===== src/rtl/mux_sched_pkg.sv =====
// Shared constants, state encoding and one-hot helper for mux_sel_scheduler.
package mux_sched_pkg;
  localparam int N_CH  = 4;
  localparam int SEL_W = 2;
  localparam int CNT_W = 4;

  typedef enum logic {
    IDLE  = 1'b0,
    GRANT = 1'b1
  } state_e;

  function automatic logic [N_CH-1:0] sel2onehot(input logic [SEL_W-1:0] s);
    return N_CH'(1) << s;
  endfunction
endpackage


===== src/rtl/rr_pick4.sv =====
// Combinational round-robin picker: first set req bit scanning upward from ptr+1, wrapping.
module rr_pick4
  import mux_sched_pkg::*;
(
  input  logic [N_CH-1:0]  req,
  input  logic [SEL_W-1:0] ptr,
  output logic             found,
  output logic [SEL_W-1:0] idx
);

  logic [SEL_W-1:0] cand;

  always_comb begin
    found = 1'b0;
    idx   = '0;
    cand  = '0;
    // i = 4 wraps back to ptr itself, so the last-served channel is considered last
    for (int i = 1; i <= N_CH; i++) begin
      cand = ptr + SEL_W'(i);
      if (!found && req[cand]) begin
        found = 1'b1;
        idx   = cand;
      end
    end
  end

endmodule


===== src/rtl/mux_sel_scheduler.sv =====
// Round-robin burst scheduler driving the select of a downstream 4:1 mux.
// Optional MUX_SEL_SCHEDULER_LOCK_EN adds a lock input that holds the grant past its burst.
//
//   state | meaning
//   IDLE  | no valid selection, grant = 0, sel holds last value
//   GRANT | sel/grant valid, counting transfers toward BURST_LEN
module mux_sel_scheduler
  import mux_sched_pkg::*;
#(
  parameter int BURST_LEN = 4
) (
`ifdef MUX_SEL_SCHEDULER_LOCK_EN
  input  logic             lock,
`endif
  input  logic             clk,
  input  logic             rst_n,
  input  logic [N_CH-1:0]  req,
  input  logic             out_ready,
  output logic [SEL_W-1:0] sel,
  output logic [N_CH-1:0]  grant,
  output logic             sel_valid
);

  localparam logic [CNT_W:0]   LEN_C = (CNT_W+1)'(BURST_LEN);
  localparam logic [CNT_W-1:0] SAT_C = (BURST_LEN > 15) ? CNT_W'(15) : CNT_W'(BURST_LEN);

  state_e           state_q, state_d;
  logic [SEL_W-1:0] sel_q, sel_d;
  logic [SEL_W-1:0] last_ptr_q, last_ptr_d;
  logic [N_CH-1:0]  grant_q, grant_d;
  logic [CNT_W-1:0] burst_cnt_q, burst_cnt_d;
  logic             armed_q;

  logic             xfer, req_hit, burst_end, release_g;
  logic [CNT_W:0]   cnt_inc;
  logic [CNT_W-1:0] cnt_next;
  logic [N_CH-1:0]  pick_req;
  logic [SEL_W-1:0] pick_ptr, pick_idx;
  logic             pick_found;

  assign xfer    = (state_q == GRANT) && out_ready;
  assign req_hit = req[sel_q];
  assign cnt_inc = {1'b0, burst_cnt_q} + (CNT_W+1)'(1);

`ifdef MUX_SEL_SCHEDULER_LOCK_EN
  assign burst_end = xfer && !lock && (cnt_inc >= LEN_C);
  assign cnt_next  = (burst_cnt_q >= SAT_C) ? SAT_C : cnt_inc[CNT_W-1:0];
`else
  assign burst_end = xfer && (cnt_inc >= LEN_C);
  assign cnt_next  = cnt_inc[CNT_W-1:0];
`endif

  assign release_g = (state_q == GRANT) && (burst_end || !req_hit);
  assign pick_req  = ((state_q == GRANT) && !req_hit) ? (req & ~sel2onehot(sel_q)) : req;
  assign pick_ptr  = (state_q == GRANT) ? sel_q : last_ptr_q;

  // Single picker shared by idle arbitration and release re-arbitration
  rr_pick4 u_pick (
    .req   (pick_req),
    .ptr   (pick_ptr),
    .found (pick_found),
    .idx   (pick_idx)
  );

  always_comb begin
    state_d     = state_q;
    sel_d       = sel_q;
    grant_d     = grant_q;
    burst_cnt_d = burst_cnt_q;
    last_ptr_d  = last_ptr_q;
    case (state_q)
      IDLE: begin
        grant_d = '0;
        if (armed_q && pick_found) begin
          state_d     = GRANT;
          sel_d       = pick_idx;
          grant_d     = sel2onehot(pick_idx);
          burst_cnt_d = '0;
        end
      end
      GRANT: begin
        if (release_g) begin
          last_ptr_d  = sel_q;
          burst_cnt_d = '0;
          if (pick_found) begin
            sel_d   = pick_idx;
            grant_d = sel2onehot(pick_idx);
          end else begin
            state_d = IDLE;
            grant_d = '0;
          end
        end else if (xfer) begin
          burst_cnt_d = cnt_next;
        end
      end
    endcase
  end

  // armed_q delays the first arbitration to the second edge after reset release
  always_ff @(posedge clk or negedge rst_n) begin
    if (!rst_n) begin
      state_q     <= IDLE;
      sel_q       <= '0;
      grant_q     <= '0;
      burst_cnt_q <= '0;
      last_ptr_q  <= 2'b11;
      armed_q     <= 1'b0;
    end else begin
      state_q     <= state_d;
      sel_q       <= sel_d;
      grant_q     <= grant_d;
      burst_cnt_q <= burst_cnt_d;
      last_ptr_q  <= last_ptr_d;
      armed_q     <= 1'b1;
    end
  end

  assign sel       = sel_q;
  assign grant     = grant_q;
  assign sel_valid = (state_q == GRANT);

endmodule


===== config.mk =====
export PLATFORM = sky130hd
export DESIGN_NAME = mux_sel_scheduler
export DESIGN_NICKNAME = d
export VERILOG_FILES = /design/src/rtl/mux_sched_pkg.sv /design/src/rtl/rr_pick4.sv /design/src/rtl/mux_sel_scheduler.sv
export SDC_FILE = /design/constraint.sdc
export NUM_CORES = 1
export LEC_CHECK = 0
export ABC_AREA = 1
export CAP_MARGIN = 20
export CORE_MARGIN = 5
export CORE_UTILIZATION = 30
export DETAILED_ROUTE_END_ITERATION = 16
export HOLD_SLACK_MARGIN = 0.08
export PLACE_DENSITY = 0.48
export REMOVE_ABC_BUFFERS = 1
export SYNTH_ARGS = -nofsm -noshare
export SYNTH_HDL_FRONTEND = slang
export SYNTH_SLANG_ARGS = --single-unit

===== constraint.sdc =====
create_clock -name clk -period 2.9 [get_ports clk]
set_input_delay 0.58 -clock clk [delete_from_list [all_inputs] [get_ports clk]]
set_output_delay 0.58 -clock clk [all_outputs]
set_load 0.01 [all_outputs]

==> flow_metrics.env <==
export IMPL_status="finished clean"
export IMPL_cts_resized=0
export IMPL_finClkSkew_ns=0.00708
export IMPL_drive_above_1_share_pct=16.2
export IMPL_drt_total_wl_um=2420
export IMPL_seq_area_um2=353
export IMPL_cap_violations=0
export IMPL_min_to="grant[2]$_DFFE_PN0P_"
export IMPL_yosysTopAreaCellShare_pct=28.3
export IMPL_cp_end_kind="output port"
export IMPL_finalSetupViolations=0
export IMPL_finalNetCount=189
export IMPL_drv_slew=0
export IMPL_utilization_pct=37.6
export IMPL_cp_data_arrival_time_ns=1.50
export IMPL_clk_latency_ns=0.28
export IMPL_netlist_top_cells_area="dfrtp_1 (28%), nand2_1 (26%), nand2_2 (7.7%), nand3_1 (7.1%), inv_1 (5.7%)"
export IMPL_fin_crit_ns=2.08
export IMPL_antenna_found_initial=0
export IMPL_cpMaxStageDelayCell="clkdlybuf4s50_1"
export IMPL_relSlewSlack_pct=58.2
export IMPL_core_mm2=0.00339
export IMPL_tns_ns=0
export IMPL_viasPerCell=4.62
export IMPL_synth_cells=163
export IMPL_whs_ns=0.488
export IMPL_area_growth_pct=20.0
export IMPL_grt_use_total_pct=10.7
export IMPL_fmax_ghz=0.481
export IMPL_yosysWarnings=0
export IMPL_gp_congestion=0.836
export IMPL_cp_top_family="buffers and inverters"
export IMPL_vdd_drop_max_mv=0.405
export IMPL_clk_pin_slew_ns=0.09
export IMPL_cpPeakStageDelay_ns=0.63
export IMPL_grt_max_degree=15
export IMPL_yosysSeqAreaShare_pct=33.3
export IMPL_dr_total_vias=1039
export IMPL_timing_rr_end="burst_cnt_q[1]$_DFFE_PN0P_"
export IMPL_multi_input_area_um2=633
export IMPL_cp_max_fo=12
export IMPL_ant_nets=0
export IMPL_start_util_pct=31.3
export IMPL_start_kind="register"
export IMPL_fin_crit_sh_pct=71.6
export IMPL_syn_area_per_cell_um2=6.51
export IMPL_ios=14
export IMPL_avgRoutedWirePerCell_um=10.8
export IMPL_cts_tree="yes"
export IMPL_die_h_um=69.5
export IMPL_r2r_slack_ns=0.88
export IMPL_n_antenna_cell=0
export IMPL_die_w_um=69.5
export IMPL_post_route_drc_count=0
export IMPL_overflow=0
export IMPL_path_cells="clkdlybuf4s50_1"
export IMPL_critPathKind="reg -> out"
export IMPL_post_cts_buffers=0
export IMPL_hold_path_class="reg -> reg"
export IMPL_synth_cell_types=21
export IMPL_drt_iter0_drc=46
export IMPL_cts_num_sinks=14
export IMPL_die_area_mm2=0.00483
export IMPL_netlist_area_mm2=0.00106
export IMPL_hold_start="grant[2]$_DFFE_PN0P_"
export IMPL_fp_row_count=21
export IMPL_rsz0062_at_grt="false"
export IMPL_grt_pass1_vias=935
export IMPL_r2r_start="sel_valid$_DFF_PN0_"
export IMPL_dr_pass1_iters=4
export IMPL_cts_hold_buf=0
export IMPL_pwr_density_cell_mw_per_mm2=1150
export IMPL_netlist_top_cell_by_area="dfrtp_1"
export IMPL_n_fill_cell=361
export IMPL_r2r_cells=14
export IMPL_worst_path_buf_inv=1
export IMPL_cts_root_buf="clkbuf_4"
export IMPL_htree_levels=1
export IMPL_post_dp_hpwl_um=1900
export IMPL_critPathRequiredTime_ns=2.32
export IMPL_final_hold_viol_count=0
export IMPL_worst_pin_slew_ns=0.626
export IMPL_grt_pass1_wl_um=4240
export IMPL_io_buffers=13
export IMPL_cts_inserted_buffers=3
export IMPL_leakage_nw=0.691
export IMPL_ys_ff_latch=14
export IMPL_hold_depth=2
export IMPL_cts_buffer_depth=2
Yosys cell counts:
cell type,count
a21oi_1,4
buf_6,1
o21ai_0,4
dfrtp_1,12
or2_2,2
xor2_1,2
inv_2,1
nand3_1,15
nand3b_1,1
nand3_2,2
nand4_1,5
conb_1,1
dfstp_2,2
ha_1,2
nand2_2,13
nand2_1,73
nor2_2,3
nand2_4,1
inv_1,16
and2_2,1
nor2_1,2
flip-flops by register name, indices dropped and copies added (netlist names):
name	flops
sel	2
grant	4
armed_q	1
sel_valid	1
last_ptr_q	2
burst_cnt_q	4
cell families after synthesis:
family / after synthesis / share of synthesized area, %
adder cells (fa/ha/maj): 2 / 2.36
buffers and inverters: 18 / 7.08
AO/OA/AOI/OAI: 8 / 3.77
XOR/XNOR: 2 / 1.65
other: 1 / 0.353
AND/OR/NAND/NOR: 118 / 51.5
flip-flops: 14 / 33.3
metrics by stage:
stage	total power [mW]	worst slack [ns]	instance area, µm²	cells
2_1_floorplan	1.07	1.16	1050	162
3_3_place_gp	1.32	0.701	1240	221
3_5_place_dp	1.32	0.692	1240	221
4_1_cts	1.47	0.819	1270	225
5_1_grt	1.64	0.641	1270	225
6_report	1.46	0.823	1270	225
where the power goes:
part	total (mW)	internal [mW]	leakage [nW]	switching, mW
registers	0.351	0.276	0.173	0.0751
logic	0.968	0.346	0.497	0.622
clock network	0.141	0.0764	0.0210	0.0644
total	1.46	0.698	0.691	0.762
worst max path at each step:
| stage | start | end | slack [ns] | cells after the start |
|---|---|---|---|---|
| floorplan | sel_valid$_DFF_PN0_ | grant[2]$_DFFE_PN0P_ | 1.16 | 13 |
| global placement | req[1] | burst_cnt_q[0]$_DFFE_PN0P_ | 0.70 | 9 |
| detailed placement | req[1] | burst_cnt_q[0]$_DFFE_PN0P_ | 0.69 | 9 |
| CTS | sel_valid$_DFF_PN0_ | sel_valid | 0.82 | 1 |
| global route | sel_valid$_DFF_PN0_ | burst_cnt_q[1]$_DFFE_PN0P_ | 0.64 | 14 |
| finish | sel_valid$_DFF_PN0_ | sel_valid | 0.82 | 1 |
area by class of cell:
class | instances | share of cell area, %
multi-input combinational | 131 | 49.7
sequential | 14 | 27.7
clock buffer | 4 | 2.85
tap | 46 | 4.52
timing repair buffer | 13 | 10.2
inverter | 17 | 5.01
routing by layer:
metal | vias to the layer above | GRT usage [%] | routed length [µm]
li1 | 544 | - | -
met1 | 455 | 15.7 | 1320
met2 | 38 | 14.4 | 923
met3 | 2 | 4.20 | 166
met4 | 0 | 2.39 | 8
met5 | - | 0 | 0
cell usage in the layout, fill, tap and decap left out, types with 3 or more instances in the layout:
cell              n
nor2_2            3
nand4_1           5
dfrtp_1          12
inv_1            16
nand2_1          73
clkbuf_4          3
o21ai_0           4
nand3_1          15
nand2_2          13
a21oi_1           4
clkdlybuf4s50_1  13
(Power assumes the default switching activity.)
